--- src/rtl/headstage_pkg.sv ---
// Shared headstage constants and the frame-builder FSM encoding.
// The SPI master uses the same FRAME_W and ID_W, so both sides agree on the payload shape.
package headstage_pkg;

   localparam int unsigned N_CH     = 32;
   localparam int unsigned SAMPLE_W = 16;
   localparam int unsigned N_SETS   = 2;
   localparam int unsigned ID_W     = 8;
   localparam int unsigned FRAME_W  = N_CH * SAMPLE_W * N_SETS;
   localparam int unsigned DROP_W   = 16;

   localparam int unsigned CH_W     = $clog2(N_CH);
   localparam int unsigned SET_W    = $clog2(N_SETS);
   localparam int unsigned N_SLOTS  = N_CH * N_SETS;
   localparam int unsigned SLOT_W   = SET_W + CH_W;

   typedef enum logic [1:0] {
      StIdle = 2'd0,
      StSync = 2'd1,
      StFill = 2'd2
   } build_state_e;

endpackage

--- src/rtl/spi_frame_builder.sv ---
// Packs per-channel ADC samples into one FRAME_W-bit payload of N_SETS full channel scans and
// publishes it with an incrementing frame ID.
// Ports:
//   clk_160mhz    system clock
//   rst           synchronous active-high reset
//   build_en      assembly enable; low returns to idle and discards a partial frame
//   sample_valid  sample strobe, at most one sample per cycle
//   sample_ch     channel index of the sample
//   sample_data   sample value
//   frame         last published frame (first sample at the MSBs)
//   spi_frame_id  ID of frame, changes only together with frame
//   frame_pulse   one-cycle pulse when frame/spi_frame_id update
//   seq_err       one-cycle pulse on a channel-order violation
//   drop_cnt      saturating count of discarded partial frames
module spi_frame_builder
   import headstage_pkg::*;
(
   input  logic                clk_160mhz,
   input  logic                rst,
   input  logic                build_en,
   input  logic                sample_valid,
   input  logic [CH_W-1:0]     sample_ch,
   input  logic [SAMPLE_W-1:0] sample_data,
   output logic [FRAME_W-1:0]  frame,
   output logic [ID_W-1:0]     spi_frame_id,
   output logic                frame_pulse,
   output logic                seq_err,
   output logic [DROP_W-1:0]   drop_cnt
);

   build_state_e       state_q;
   logic [CH_W-1:0]    exp_ch_q;
   logic [SET_W-1:0]   set_idx_q;
   logic [FRAME_W-1:0] asm_q;
   logic [FRAME_W-1:0] asm_d;

   logic              smp;
   logic              ch_match;
   logic              accept;
   logic              start;
   logic              last;
   logic              mismatch;
   logic              partial;
   logic              drop_inc;
   logic              wr_en;
   logic [SLOT_W-1:0] wr_slot;

   always_comb begin
      smp      = build_en && sample_valid;
      ch_match = (sample_ch == exp_ch_q);
      accept   = smp && (state_q == StFill) && ch_match;
      mismatch = smp && (state_q == StFill) && !ch_match;
      // A ch0 sample opens a new frame from SYNC, or restarts one after a FILL order error.
      start    = smp && (sample_ch == '0) && ((state_q == StSync) || mismatch);
      last     = accept && (set_idx_q == SET_W'(N_SETS - 1)) && (exp_ch_q == CH_W'(N_CH - 1));
      // exp_ch/set_idx both return to zero after a publish, so nonzero means samples are held.
      partial  = (state_q == StFill) && ((exp_ch_q != '0) || (set_idx_q != '0));
      drop_inc = mismatch || (!build_en && partial);
      wr_en    = accept || start;
      wr_slot  = start ? '0 : {set_idx_q, exp_ch_q};
   end

   // Per-slot write decoder; asm_d also feeds frame so the final sample is merged on publish.
   always_comb begin
      asm_d = asm_q;
      for (int s = 0; s < N_SLOTS; s++) begin
         if (wr_en && (wr_slot == SLOT_W'(s))) begin
            asm_d[FRAME_W - 1 - s * SAMPLE_W -: SAMPLE_W] = sample_data;
         end
      end
   end

   always_ff @(posedge clk_160mhz) begin
      if (rst) begin
         state_q      <= StIdle;
         exp_ch_q     <= '0;
         set_idx_q    <= '0;
         asm_q        <= '0;
         frame        <= '0;
         spi_frame_id <= '0;
         frame_pulse  <= 1'b0;
         seq_err      <= 1'b0;
         drop_cnt     <= '0;
      end else begin
         frame_pulse <= 1'b0;
         seq_err     <= 1'b0;
         asm_q       <= asm_d;

         if (drop_inc && (drop_cnt != '1)) begin
            drop_cnt <= drop_cnt + 1'b1;
         end

         if (!build_en) begin
            state_q   <= StIdle;
            exp_ch_q  <= '0;
            set_idx_q <= '0;
         end else begin
            unique case (state_q)
               StIdle: state_q <= StSync;
               StSync: begin
                  if (start) begin
                     exp_ch_q  <= CH_W'(1);
                     set_idx_q <= '0;
                     state_q   <= StFill;
                  end
               end
               StFill: begin
                  if (accept) begin
                     exp_ch_q <= exp_ch_q + 1'b1;
                     if (exp_ch_q == CH_W'(N_CH - 1)) begin
                        set_idx_q <= set_idx_q + 1'b1;
                     end
                     if (last) begin
                        frame        <= asm_d;
                        spi_frame_id <= spi_frame_id + 1'b1;
                        frame_pulse  <= 1'b1;
                     end
                  end else if (mismatch) begin
                     seq_err <= 1'b1;
                     if (start) begin
                        exp_ch_q  <= CH_W'(1);
                        set_idx_q <= '0;
                     end else begin
                        state_q <= StSync;
                     end
                  end
               end
               default: state_q <= StIdle;
            endcase
         end
      end
   end

endmodule
--- config.mk ---
export PLATFORM = sky130hd
export DESIGN_NAME = spi_frame_builder
export DESIGN_NICKNAME = d
export VERILOG_FILES = /design/src/rtl/headstage_pkg.sv /design/src/rtl/spi_frame_builder.sv
export SDC_FILE = /design/constraint.sdc
export NUM_CORES = 2
export LEC_CHECK = 0
export BUFFER_PORTS_ARGS = -buffer_cell sky130_fd_sc_hd__buf_4
export CORE_AREA = 2 2 424 426
export DETAILED_ROUTE_END_ITERATION = 8
export DIE_AREA = 0 0 426 428
export HOLD_SLACK_MARGIN = 0.03
export PLACE_DENSITY = 0.6
export SYNTH_ARGS = -nofsm -noshare
export SYNTH_HDL_FRONTEND = slang
export SYNTH_SLANG_ARGS = --single-unit
--- constraint.sdc ---
create_clock -name clk_160mhz -period 3.5 [get_ports clk_160mhz]
set_clock_uncertainty 0.05 [all_clocks]
set_input_delay 0 -clock clk_160mhz [delete_from_list [all_inputs] [get_ports clk_160mhz]]
set_output_delay 0 -clock clk_160mhz [all_outputs]
set_load 0.02 [all_outputs]
==> flow_metrics.env <==
export IMPL_run_status="completed"
export IMPL_setup_worst_path_end_class="flop"
export IMPL_synth_yosys_seq_area_share_pct=57.6
export IMPL_hpwlAfterDp_um=163000
export IMPL_numPortBuffers=1074
export IMPL_worstPathBufferInverterCount=5
export IMPL_syn_nets=7715
export IMPL_drtPass1Iterations=6
export IMPL_grt_pass1_wl_um=365000
export IMPL_use_met1_pct=34.8
export IMPL_grt_met3_usage_pct=4.25
export IMPL_cp_data_arrival_time_ps=4080
export IMPL_largest_stage_delay_worst_path_ps=790
export IMPL_crit_chain="dlygate4sd3_1, buf_4, or4_1, dlygate4sd3_1, nor3_1, dlygate4sd3_1, a31o_4, dlygate4sd3_1, nand2_1, a21oi_1"
export IMPL_number_of_cells_on_the_critical_path=10
export IMPL_grt_util_met2_pct=42.4
export IMPL_detailroute_via_count=58300
export IMPL_power_static_leakage_nw=32.4
export IMPL_ys_seq_elements=2082
export IMPL_ctsLongestPathBuffers=3
export IMPL_ys_flop_type="sky130_fd_sc_hd__dfxtp_1"
export IMPL_power_mw=47.4
export IMPL_hold_viol_final=0
export IMPL_fillers=16400
export IMPL_clock_tree_root_cell="sky130_fd_sc_hd__clkbuf_16"
export IMPL_synth_top_cells_by_count="2082 x sky130_fd_sc_hd__dfxtp_1, 1560 x sky130_fd_sc_hd__nor2_1, 1020 x sky130_fd_sc_hd__nand2_1, 771 x sky130_fd_sc_hd__mux2i_1, 753 x sky130_fd_sc_hd__a211oi_1"
export IMPL_number_of_antenna_violations_at_the_first_check_in_global_routing=1
export IMPL_cts_buffers_inserted=208
export IMPL_synth_edf_count=0
export IMPL_r2r_start="exp_ch_q[2]$_SDFFE_PP0P_"
export IMPL_worstPathMaxFanout=28
export IMPL_max_cap_viol_count=0
export IMPL_globalRoute_busiestLayer="met2"
export IMPL_post_layout_utilization_of_the_core_pct=50.9
export IMPL_grt_total_usage_pct=26.6
export IMPL_timing_critical_path_max_delay_family="buffers and inverters"
export IMPL_die_h_um=428
export IMPL_vias_per_cell=5.27
export IMPL_post_synth_num_cell_types=50
export IMPL_cts_sinks=2082
export IMPL_vias_in_the_first_global_route=54000
export IMPL_ios=1075
export IMPL_critPathCapture="asm_q[1019]$_SDFF_PP0_"
export IMPL_floorplan_initialDensity_pct=40.7
export IMPL_synthesis_yosys_warnings=0
export IMPL_detail_route_iter0_violations=4556
export IMPL_critical_path_class="primary input to flop"
export IMPL_die_area_um2=182000
export IMPL_worst_skew_pair_late_latency_ps=860
export IMPL_critPathSlowestCell="sky130_fd_sc_hd__dlygate4sd3_1"
export IMPL_gr_total_overflow=0
export IMPL_setup_worst_path_start_class="primary input"
export IMPL_required_arrival_time_at_the_worst_endpoint_ps=4250
export IMPL_wl_per_cell_um=23.0
export IMPL_synthCells=7680
export IMPL_final_layout_size_suffix_gt1_share_pct=19.5
export IMPL_core_rowCount=155
export IMPL_htree_levels=4
export IMPL_postRouteWirelength_um=254000
export IMPL_netlist_area_leader_share_pct=57.6
export IMPL_min_period_ps=3330
export IMPL_grt_setup_unrepaired="no"
export IMPL_final_max_slew_violation_count=0
export IMPL_dp_slack_ps=281
export IMPL_largest_net_degree_at_the_start_of_global_routing=153
export IMPL_layout_area_overhead_vs_synth_pct=24.9
export IMPL_rr_worst_depth=9
export IMPL_tightest_slew_ps=1010
export IMPL_nets=8568
export IMPL_final_period_utilization_pct=95.2
export IMPL_max_vdd_ir_drop_mv=0.411
export IMPL_seqCellArea_um2=41700
export IMPL_p_per_area_nw_per_um2=525
export IMPL_setup_tns_final_ps=0
export IMPL_synth_most_common_cell="sky130_fd_sc_hd__dfxtp_1"
export IMPL_antenna_violating_nets_post_route=0
export IMPL_relative_slew_margins_pct=32.8
export IMPL_worstSetupStartpoint="sample_ch[0]"
export IMPL_cts_tree="built"
export IMPL_hold_class="primary input to flop"
export IMPL_largest_area_contributor_in_the_synthesized_netlist="sky130_fd_sc_hd__dfxtp_1"
export IMPL_r2r_setup_slack_ps=230
export IMPL_post_route_worst_setup_slack_ps=168
export IMPL_finalWeightedCongestion=0.844
export IMPL_clk_transition_reported_paths_ps=60
export IMPL_multi_input_area_um2=27900
export IMPL_ys_async_sr_fraction_pct=0
export IMPL_post_syn_area_um2=72300
export IMPL_drc=0
export IMPL_width_of_the_die_um=426
export IMPL_synth_area_leaders="sky130_fd_sc_hd__dfxtp_1 58%, sky130_fd_sc_hd__mux2i_1 11%, sky130_fd_sc_hd__nor2_1 8.1%, sky130_fd_sc_hd__a211oi_1 7.8%, sky130_fd_sc_hd__nand2_1 5.3%"
export IMPL_fmax_ghz=0.300
export IMPL_setup_failing_eps_final=0
export IMPL_syn_avg_cell_area_um2=9.42
export IMPL_reg2reg_to="frame[684]$_SDFFE_PP0P_"
export IMPL_core_region_area_um2=178000
export IMPL_worst_path_most_repeated_cell="sky130_fd_sc_hd__dlygate4sd3_1"
tightest hold or removal path, stage by stage:
cell and delay (ps):
sky130_fd_sc_hd__buf_4 100, sky130_fd_sc_hd__xor2_1 320, sky130_fd_sc_hd__nor4_2 130, sky130_fd_sc_hd__buf_12 190, sky130_fd_sc_hd__a211oi_1 220
routing by layer:
metal	up-vias	wire [um]
met5	-	13
met4	2	13400
met3	475	13600
met2	1915	117000
met1	28300	110000
li1	27500	-
power by group:
part	internal (mW)	leakage [nW]	switching (mW)
combinational	0.194	12.2	0.880
sequential	23.7	16.8	0.00200
clock	13.0	3.46	9.63
cells by family (layout without fill, tap and decap cells):
logic type | count (synthesis) | count (layout) | synth area share [%]
AND/OR/NAND/NOR | 2764 | 2764 | 15.3
flip-flops | 2082 | 2082 | 57.6
other | 0 | 1 | 0
multiplexers | 771 | 771 | 10.7
adder cells (fa/ha/maj) | 10 | 10 | 0.173
buffers and inverters | 691 | 1708 | 3.96
XOR/XNOR | 18 | 18 | 0.218
AO/OA/AOI/OAI | 1344 | 1344 | 12.1
metrics by stage:
step,instance area [um^2],hold WS [ps],std cells
after CTS,90300,39.1,11100
after global placement,83000,387,10600
after floorplan,72300,285,7680
after global routing,90400,103,11100
final,90400,117,11100
after detailed placement,83000,387,10600
cells in the final DEF (no fill, tap or decap), drive strengths merged, types with 2 or more instances in the layout:
cell / count
bufinv: 11
mux2i: 771
xor2: 16
ha: 10
o21bai: 32
o21ai: 14
xnor2: 2
a211oi: 753
a31o: 2
o2111ai: 2
nor2: 1610
clkbuf: 302
nand3: 22
nor4: 7
a31oi: 3
nor3: 56
or3: 10
a21oi: 529
nand4: 13
buf: 1291
and3: 6
dlygate4sd3: 33
nor2b: 3
dfxtp: 2082
clkinvlp: 5
nand2: 1020
or4: 5
nand2b: 7
clkinv: 52
inv: 14
and4: 2
o211ai: 2
what timing repair did:
item	CTS	global route
hold buffers	33	0
setup buffers	0	0
endpoints found under the hold margin	1710	0
setup endpoints to repair	0	47
resized for setup	0	3
worst min-delay path by stage:
stage | from | end | slack [ps] | depth (start not counted)
final | sample_ch[3] | frame[283]$_SDFFE_PP0P_ | 120 | 5
after global routing | sample_data[12] | asm_q[972]$_SDFF_PP0_ | 100 | 4
after CTS | sample_data[12] | asm_q[876]$_SDFF_PP0_ | 40 | 4
after detailed placement | frame[583]$_SDFFE_PP0P_ | frame[583] | 390 | 1
after global placement | frame[501]$_SDFFE_PP0P_ | frame[501] | 390 | 1
after floorplan | sample_valid | exp_ch_q[4]$_SDFFE_PP0P_ | 290 | 4
sequential cells by signal (all words and copies together), names as in the netlist:
register / flops
frame_pulse: 1
exp_ch_q: 5
state_q: 2
frame: 1024
drop_cnt: 16
asm_q: 1024
spi_frame_id: 8
set_idx_q: 1
seq_err: 1
final cells by class:
type / instances / area share, %
flip-flops and latches: 2082 / 46.1
repair buffers: 1324 / 12.0
well taps: 2355 / 3.26
multi-input cells: 4907 / 30.8
inverters: 10 / 0.0415
clock inverters: 72 / 0.930
diodes: 1 / 0.00277
clock buffers: 302 / 6.81
No activity file was read; power rests on OpenSTA's default activity.
